[config.mk]
export PLATFORM = sky130hd
export DESIGN_NAME = sega_pad_responder
export DESIGN_NICKNAME = d
export VERILOG_FILES = /design/src/rtl/sega_pad_pkg.sv /design/src/rtl/pad_sel_sync.sv /design/src/rtl/sega_pad_responder.sv
export SDC_FILE = /design/constraint.sdc
export NUM_CORES = 1
export LEC_CHECK = 0
export ABC_CLOCK_PERIOD_IN_PS = 1340
export CORE_UTILIZATION = 31
export CTS_BUF_LIST = sky130_fd_sc_hd__clkbuf_4 sky130_fd_sc_hd__clkbuf_8 sky130_fd_sc_hd__clkbuf_16
export CTS_CLUSTER_SIZE = 25
export DETAILED_ROUTE_END_ITERATION = 10
export PLACE_DENSITY = 0.71
export SLEW_MARGIN = 20
export SYNTH_ARGS = -nofsm -noshare
export SYNTH_HDL_FRONTEND = slang
export SYNTH_SLANG_ARGS = --single-unit
[constraint.sdc]
create_clock -name clock -period 1.34 [get_ports clock]
set_input_delay 0.268 -clock clock [delete_from_list [all_inputs] [get_ports clock]]
set_output_delay 0.268 -clock clock [all_outputs]
set_load 0.02 [all_outputs]
[src/rtl/sega_pad_pkg.sv]
// Shared constants for the Sega pad responder.
// Button bits, pad pin bits and protocol phase encodings.
package sega_pad_pkg;

    localparam int BTN_UP    = 0;
    localparam int BTN_DOWN  = 1;
    localparam int BTN_LEFT  = 2;
    localparam int BTN_RIGHT = 3;
    localparam int BTN_A     = 4;
    localparam int BTN_B     = 5;
    localparam int BTN_C     = 6;
    localparam int BTN_START = 7;
    localparam int BTN_X     = 8;
    localparam int BTN_Y     = 9;
    localparam int BTN_Z     = 10;
    localparam int BTN_MODE  = 11;

    localparam int PAD_D1 = 0;
    localparam int PAD_D2 = 1;
    localparam int PAD_D3 = 2;
    localparam int PAD_D4 = 3;
    localparam int PAD_D6 = 4;
    localparam int PAD_D9 = 5;

    localparam logic [5:0] PAD_RELEASED = 6'b111111;

    typedef enum logic [2:0] {
        PH_IDLE = 3'd0,
        PH_1    = 3'd1,
        PH_2    = 3'd2,
        PH_3    = 3'd3,
        PH_4    = 3'd4,
        PH_ID   = 3'd5,
        PH_EXT  = 3'd6,
        PH_LAST = 3'd7
    } phase_t;

endpackage

[src/rtl/pad_sel_sync.sv]
// Two-flop synchronizer for the console select line.
// Emits one-cycle rise/fall pulses on the synchronized value.
module pad_sel_sync (
    input  logic clock,
    input  logic reset,
    input  logic sel,
    output logic sel_sync,
    output logic rise,
    output logic fall
);

    logic meta;
    logic prev;

    always_ff @(posedge clock or posedge reset) begin
        if (reset) begin
            meta     <= 1'b1;
            sel_sync <= 1'b1;
            prev     <= 1'b1;
        end else begin
            meta     <= sel;
            sel_sync <= meta;
            prev     <= sel_sync;
        end
    end

    assign rise = sel_sync & ~prev;
    assign fall = ~sel_sync & prev;

endmodule

[src/rtl/sega_pad_responder.sv]
// Sega Genesis pad emulator answering the console select line.
// Define SEGA_SIX_BUTTON_EN for the 6-button protocol (X/Y/Z/Mode + timeout).
module sega_pad_responder
    import sega_pad_pkg::*;
#(
    parameter int unsigned TIMEOUT = 37500
) (
    input  logic        clock,
    input  logic        reset,
    input  logic [11:0] btn,
    input  logic        sel,
    output logic [5:0]  pad,
    output logic [2:0]  phase
);

    logic       sel_s;
    logic       sel_rise;
    logic       sel_fall;
    logic       sel_edge;
    logic [2:0] phase_nxt;
    logic [5:0] pad_nxt;

    pad_sel_sync u_sync (
        .clock    (clock),
        .reset    (reset),
        .sel      (sel),
        .sel_sync (sel_s),
        .rise     (sel_rise),
        .fall     (sel_fall)
    );

    assign sel_edge = sel_rise | sel_fall;

`ifdef SEGA_SIX_BUTTON_EN
    localparam int unsigned CW = (TIMEOUT > 2) ? $clog2(TIMEOUT) : 1;
    localparam logic [CW-1:0] LAST = CW'(TIMEOUT - 1);

    logic [CW-1:0] idle_cnt;
    logic          timeout_hit;

    // Count saturates at LAST so the idle phase is held until the next edge.
    always_ff @(posedge clock or posedge reset) begin
        if (reset) begin
            idle_cnt <= '0;
        end else if (sel_edge) begin
            idle_cnt <= '0;
        end else if (idle_cnt != LAST) begin
            idle_cnt <= idle_cnt + CW'(1);
        end
    end

    assign timeout_hit = (idle_cnt == LAST) ||
                         (idle_cnt == LAST - CW'(1));
`else
    localparam int unsigned unused_timeout = TIMEOUT;
    logic unused_btn;
    assign unused_btn = ^{btn[BTN_X], btn[BTN_Y],
                          btn[BTN_Z], btn[BTN_MODE]};
`endif

    always_comb begin
        phase_nxt = phase;
        if (sel_edge) begin
            if (phase != PH_LAST) begin
                phase_nxt = phase + 3'd1;
            end
`ifdef SEGA_SIX_BUTTON_EN
        end else if (timeout_hit) begin
            phase_nxt = PH_IDLE;
`endif
        end
    end

    // Pad is built from the phase being entered so sel and phase agree.
    always_comb begin
        pad_nxt = PAD_RELEASED;
        if (sel_s) begin
            pad_nxt[PAD_D1] = ~btn[BTN_UP];
            pad_nxt[PAD_D2] = ~btn[BTN_DOWN];
            pad_nxt[PAD_D3] = ~btn[BTN_LEFT];
            pad_nxt[PAD_D4] = ~btn[BTN_RIGHT];
            pad_nxt[PAD_D6] = ~btn[BTN_B];
            pad_nxt[PAD_D9] = ~btn[BTN_C];
        end else begin
            pad_nxt[PAD_D1] = ~btn[BTN_UP];
            pad_nxt[PAD_D2] = ~btn[BTN_DOWN];
            pad_nxt[PAD_D3] = 1'b0;
            pad_nxt[PAD_D4] = 1'b0;
            pad_nxt[PAD_D6] = ~btn[BTN_A];
            pad_nxt[PAD_D9] = ~btn[BTN_START];
        end
`ifdef SEGA_SIX_BUTTON_EN
        unique case (1'b1)
            sel_s && (phase_nxt == PH_EXT): begin
                pad_nxt[PAD_D1] = ~btn[BTN_Z];
                pad_nxt[PAD_D2] = ~btn[BTN_Y];
                pad_nxt[PAD_D3] = ~btn[BTN_X];
                pad_nxt[PAD_D4] = ~btn[BTN_MODE];
            end
            !sel_s && (phase_nxt == PH_ID): begin
                pad_nxt[PAD_D1] = 1'b0;
                pad_nxt[PAD_D2] = 1'b0;
                pad_nxt[PAD_D3] = 1'b0;
                pad_nxt[PAD_D4] = 1'b0;
            end
            !sel_s && (phase_nxt == PH_LAST): begin
                pad_nxt[PAD_D1] = 1'b1;
                pad_nxt[PAD_D2] = 1'b1;
                pad_nxt[PAD_D3] = 1'b1;
                pad_nxt[PAD_D4] = 1'b1;
            end
            default: begin
            end
        endcase
`endif
    end

    always_ff @(posedge clock or posedge reset) begin
        if (reset) begin
            phase <= PH_IDLE;
            pad   <= PAD_RELEASED;
        end else begin
            phase <= phase_nxt;
            pad   <= pad_nxt;
        end
    end

endmodule

==> results.sh <==
export IMPL_most_common_layout_cells="clkdlybuf4s50_1, dfstp_2"
export IMPL_numPortBuffers=19
export IMPL_netlist_area_um2=427
export IMPL_viasPerCell=4.30
export IMPL_drv_cap=0
export IMPL_fp_row_count=13
export IMPL_switching_share=0.298
export IMPL_fin_nets=69
export IMPL_setup_viol=0
export IMPL_num_fill_cells=107
export IMPL_hold_class="in2async"
export IMPL_grt_overflow=0
export IMPL_max_slew_margin=0.713
export IMPL_busiest_layer="met2"
export IMPL_yosys_warnings=0
export IMPL_synthCells=26
export IMPL_drc=0
export IMPL_p_seq_frac=0.421
export IMPL_switchingPower_mw=0.364
export IMPL_cp_end_kind="flop"
export IMPL_cpMaxStageDelayCell="dfrtp_2"
export IMPL_power_total_mw=1.22
export IMPL_wl_per_cell_um=11.5
export IMPL_dieHeight_um=39.1
export IMPL_area_growth_pct=67.2
export IMPL_routed_wl_um=761
export IMPL_final_util=0.555
export IMPL_path_cells="ha_4 -> ha_4 -> nor2_4 -> mux2_4"
export IMPL_worstPathArrival_ns=1.47
export IMPL_cp_start_kind="flop"
export IMPL_drive_gt1_frac=0.549
export IMPL_yosysTopAreaCellShare=0.554
export IMPL_r2r_setup_slack_ns=0.02
export IMPL_p_int_mw=0.860
export IMPL_rsz0062_at_grt="yes"
export IMPL_hpwl_um=603
export IMPL_grtUsageTotal=0.134
export IMPL_status="complete, no violations"
export IMPL_grt_pass1_vias=296
export IMPL_syn_area_per_cell_um2=16.4
export IMPL_p_comb_frac=0.355
export IMPL_cp_required_ns=1.49
export IMPL_place_inst=61
export IMPL_vias=284
export IMPL_synthTopCellsByArea="dfstp_2, dfrtp_1, ha_1, mux2_2, mux2i_1"
export IMPL_final_min_clock_period_ns=1.32
export IMPL_cts_tree="built"
export IMPL_numCtsBuffers=3
export IMPL_path_common_cell="ha_4"
export IMPL_start_util=0.332
export IMPL_max_freq_mhz=758
export IMPL_grt_max_degree=13
export IMPL_syn_num_nets=43
export IMPL_ys_seq_elements=12
export IMPL_antennaDiodeCount=0
export IMPL_ys_types=10
export IMPL_use_met3=0.0636
export IMPL_htree_levels=1
export IMPL_postCtsHoldBufs=0
export IMPL_grt_pass1_wl_um=1260
export IMPL_clk_latency_ns=0.26
export IMPL_tightestPinTransition_ns=0.430
export IMPL_ys_seq_area_frac=0.730
export IMPL_clockPowerShare=0.224
export IMPL_reg2regPathDepth=4
export IMPL_r2r_end="phase[1]"
export IMPL_finalHoldViolCount=0
export IMPL_ant_nets=0
export IMPL_ir_drop_mv=0.645
export IMPL_crit_type="reg2reg"
export IMPL_die_width_um=39.1
export IMPL_r2r_start="phase[0]"
export IMPL_clk_pin_slew_ns=0.07
export IMPL_critPathMaxStageDelay_ns=0.44
export IMPL_p_leak_nw=0.314
export IMPL_die_area_um2=1530
export IMPL_synth_largest_area_cell="dfstp_2"
export IMPL_slew_violations=0
export IMPL_period_share=0.984
export IMPL_place_congestion=0.634
export IMPL_final_cell_count_no_fill=66
export IMPL_cellPowerDensity_nw_per_um2=1720
export IMPL_antenna_found_initial=0
export IMPL_numClockSinks=12
export IMPL_use_met2=0.225
export IMPL_critPathLaunch="phase[0]"
export IMPL_clockBufferDepth=2
export IMPL_critPathMaxFanout=3
export IMPL_drt_iter0_markers=0
export IMPL_layout_commonest_cell="clkdlybuf4s50_1"
export IMPL_core_um2=1280
export IMPL_skew_ns=0.000388
export IMPL_drt_pass1_iterations=1
export IMPL_setup_tns_ns=0
export IMPL_ioPinCount=24
export IMPL_grtUsageMet1=0.122
export IMPL_cts_root_buf="clkbuf_4"
==> Yosys cell counts <==
library cell  n
inv_1         3
dfrtp_1       3
ha_1          2
xor2_1        1
xnor2_1       1
dfstp_2       9
mux2i_1       2
nor2b_1       2
nor2_2        1
mux2_2        2
==> sequential cells by signal, indices dropped and copies added (netlist names) <==
| register | flops |
|---|---|
| pad | 6 |
| phase | 3 |
| u_sync.meta | 1 |
| u_sync.prev | 1 |
| u_sync.sel_sync | 1 |
==> layer usage <==
layer,share of wire,vias to the layer above
li1,-,131
met2,0.56,17
met4,0.016,0
met5,0,-
met3,0.081,2
met1,0.34,134
==> logic make-up (layout without fill, tap and decap cells) <==
| logic type | count (synthesis) | in the layout | synth area share |
|---|---|---|---|
| simple gates | 3 | 3 | 0.0440 |
| mux | 4 | 4 | 0.0997 |
| flops | 12 | 12 | 0.730 |
| xor+xnor | 2 | 2 | 0.0411 |
| fa+ha+maj | 2 | 2 | 0.0586 |
| buf+inv | 3 | 28 | 0.0264 |
==> stage by stage <==
| step | hold slack, ns | cell area (um2) | setup slack [ns] |
|---|---|---|---|
| floorplan | 0.126 | 467 | 0.0141 |
| global placement | 0.347 | 683 | -0.0229 |
| detailed placement | 0.349 | 683 | -0.0314 |
| CTS | 0.307 | 723 | -0.000562 |
| global route | 0.337 | 713 | -0.0123 |
| finish | 0.301 | 713 | 0.0212 |
==> power groups by stage <==
stage	clock, mW	sequential, mW	combinational, mW
global route	0.303	0.523	0.480
detailed placement	0	0.524	0.473
global placement	0	0.514	0.441
finish	0.274	0.515	0.434
CTS	0.285	0.517	0.435
floorplan	0	0.590	0.208
==> final cells by class <==
cell class	instances	area, um2	share of cell area
Clock buffer	4	36.3	0.0509
Inverter	3	11.3	0.0158
Multi-Input combinational cell	11	141	0.198
Sequential cell	12	314	0.440
Tap cell	15	18.8	0.0263
Timing Repair Buffer	21	191	0.268
==> what timing repair did <==
action / CTS / global route
endpoints found under the setup margin: 10 / 6
resized for setup: 21 / 4
setup buffers: 0 / 1
==> worst max-delay path by stage <==
stage	to	slack, ns	cells after the start
after floorplan	phase[1]	0.01	4
after global placement	pad[2]	-0.02	1
after detailed placement	pad[4]	-0.03	1
after CTS	phase[1]	-0.0006	4
after global routing	phase[1]	-0.01	4
final	phase[1]	0.02	4
==> worst max-delay path: cells and delay by family, from the launching register on <==
kind	cells	cell delay [ns]
adder cells (fa/ha/maj)	2	0.32
flip-flops	1	0.44
multiplexers	1	0.31
AND/OR/NAND/NOR	1	0.12
Note: power is estimated with default switching activity, not from simulation.
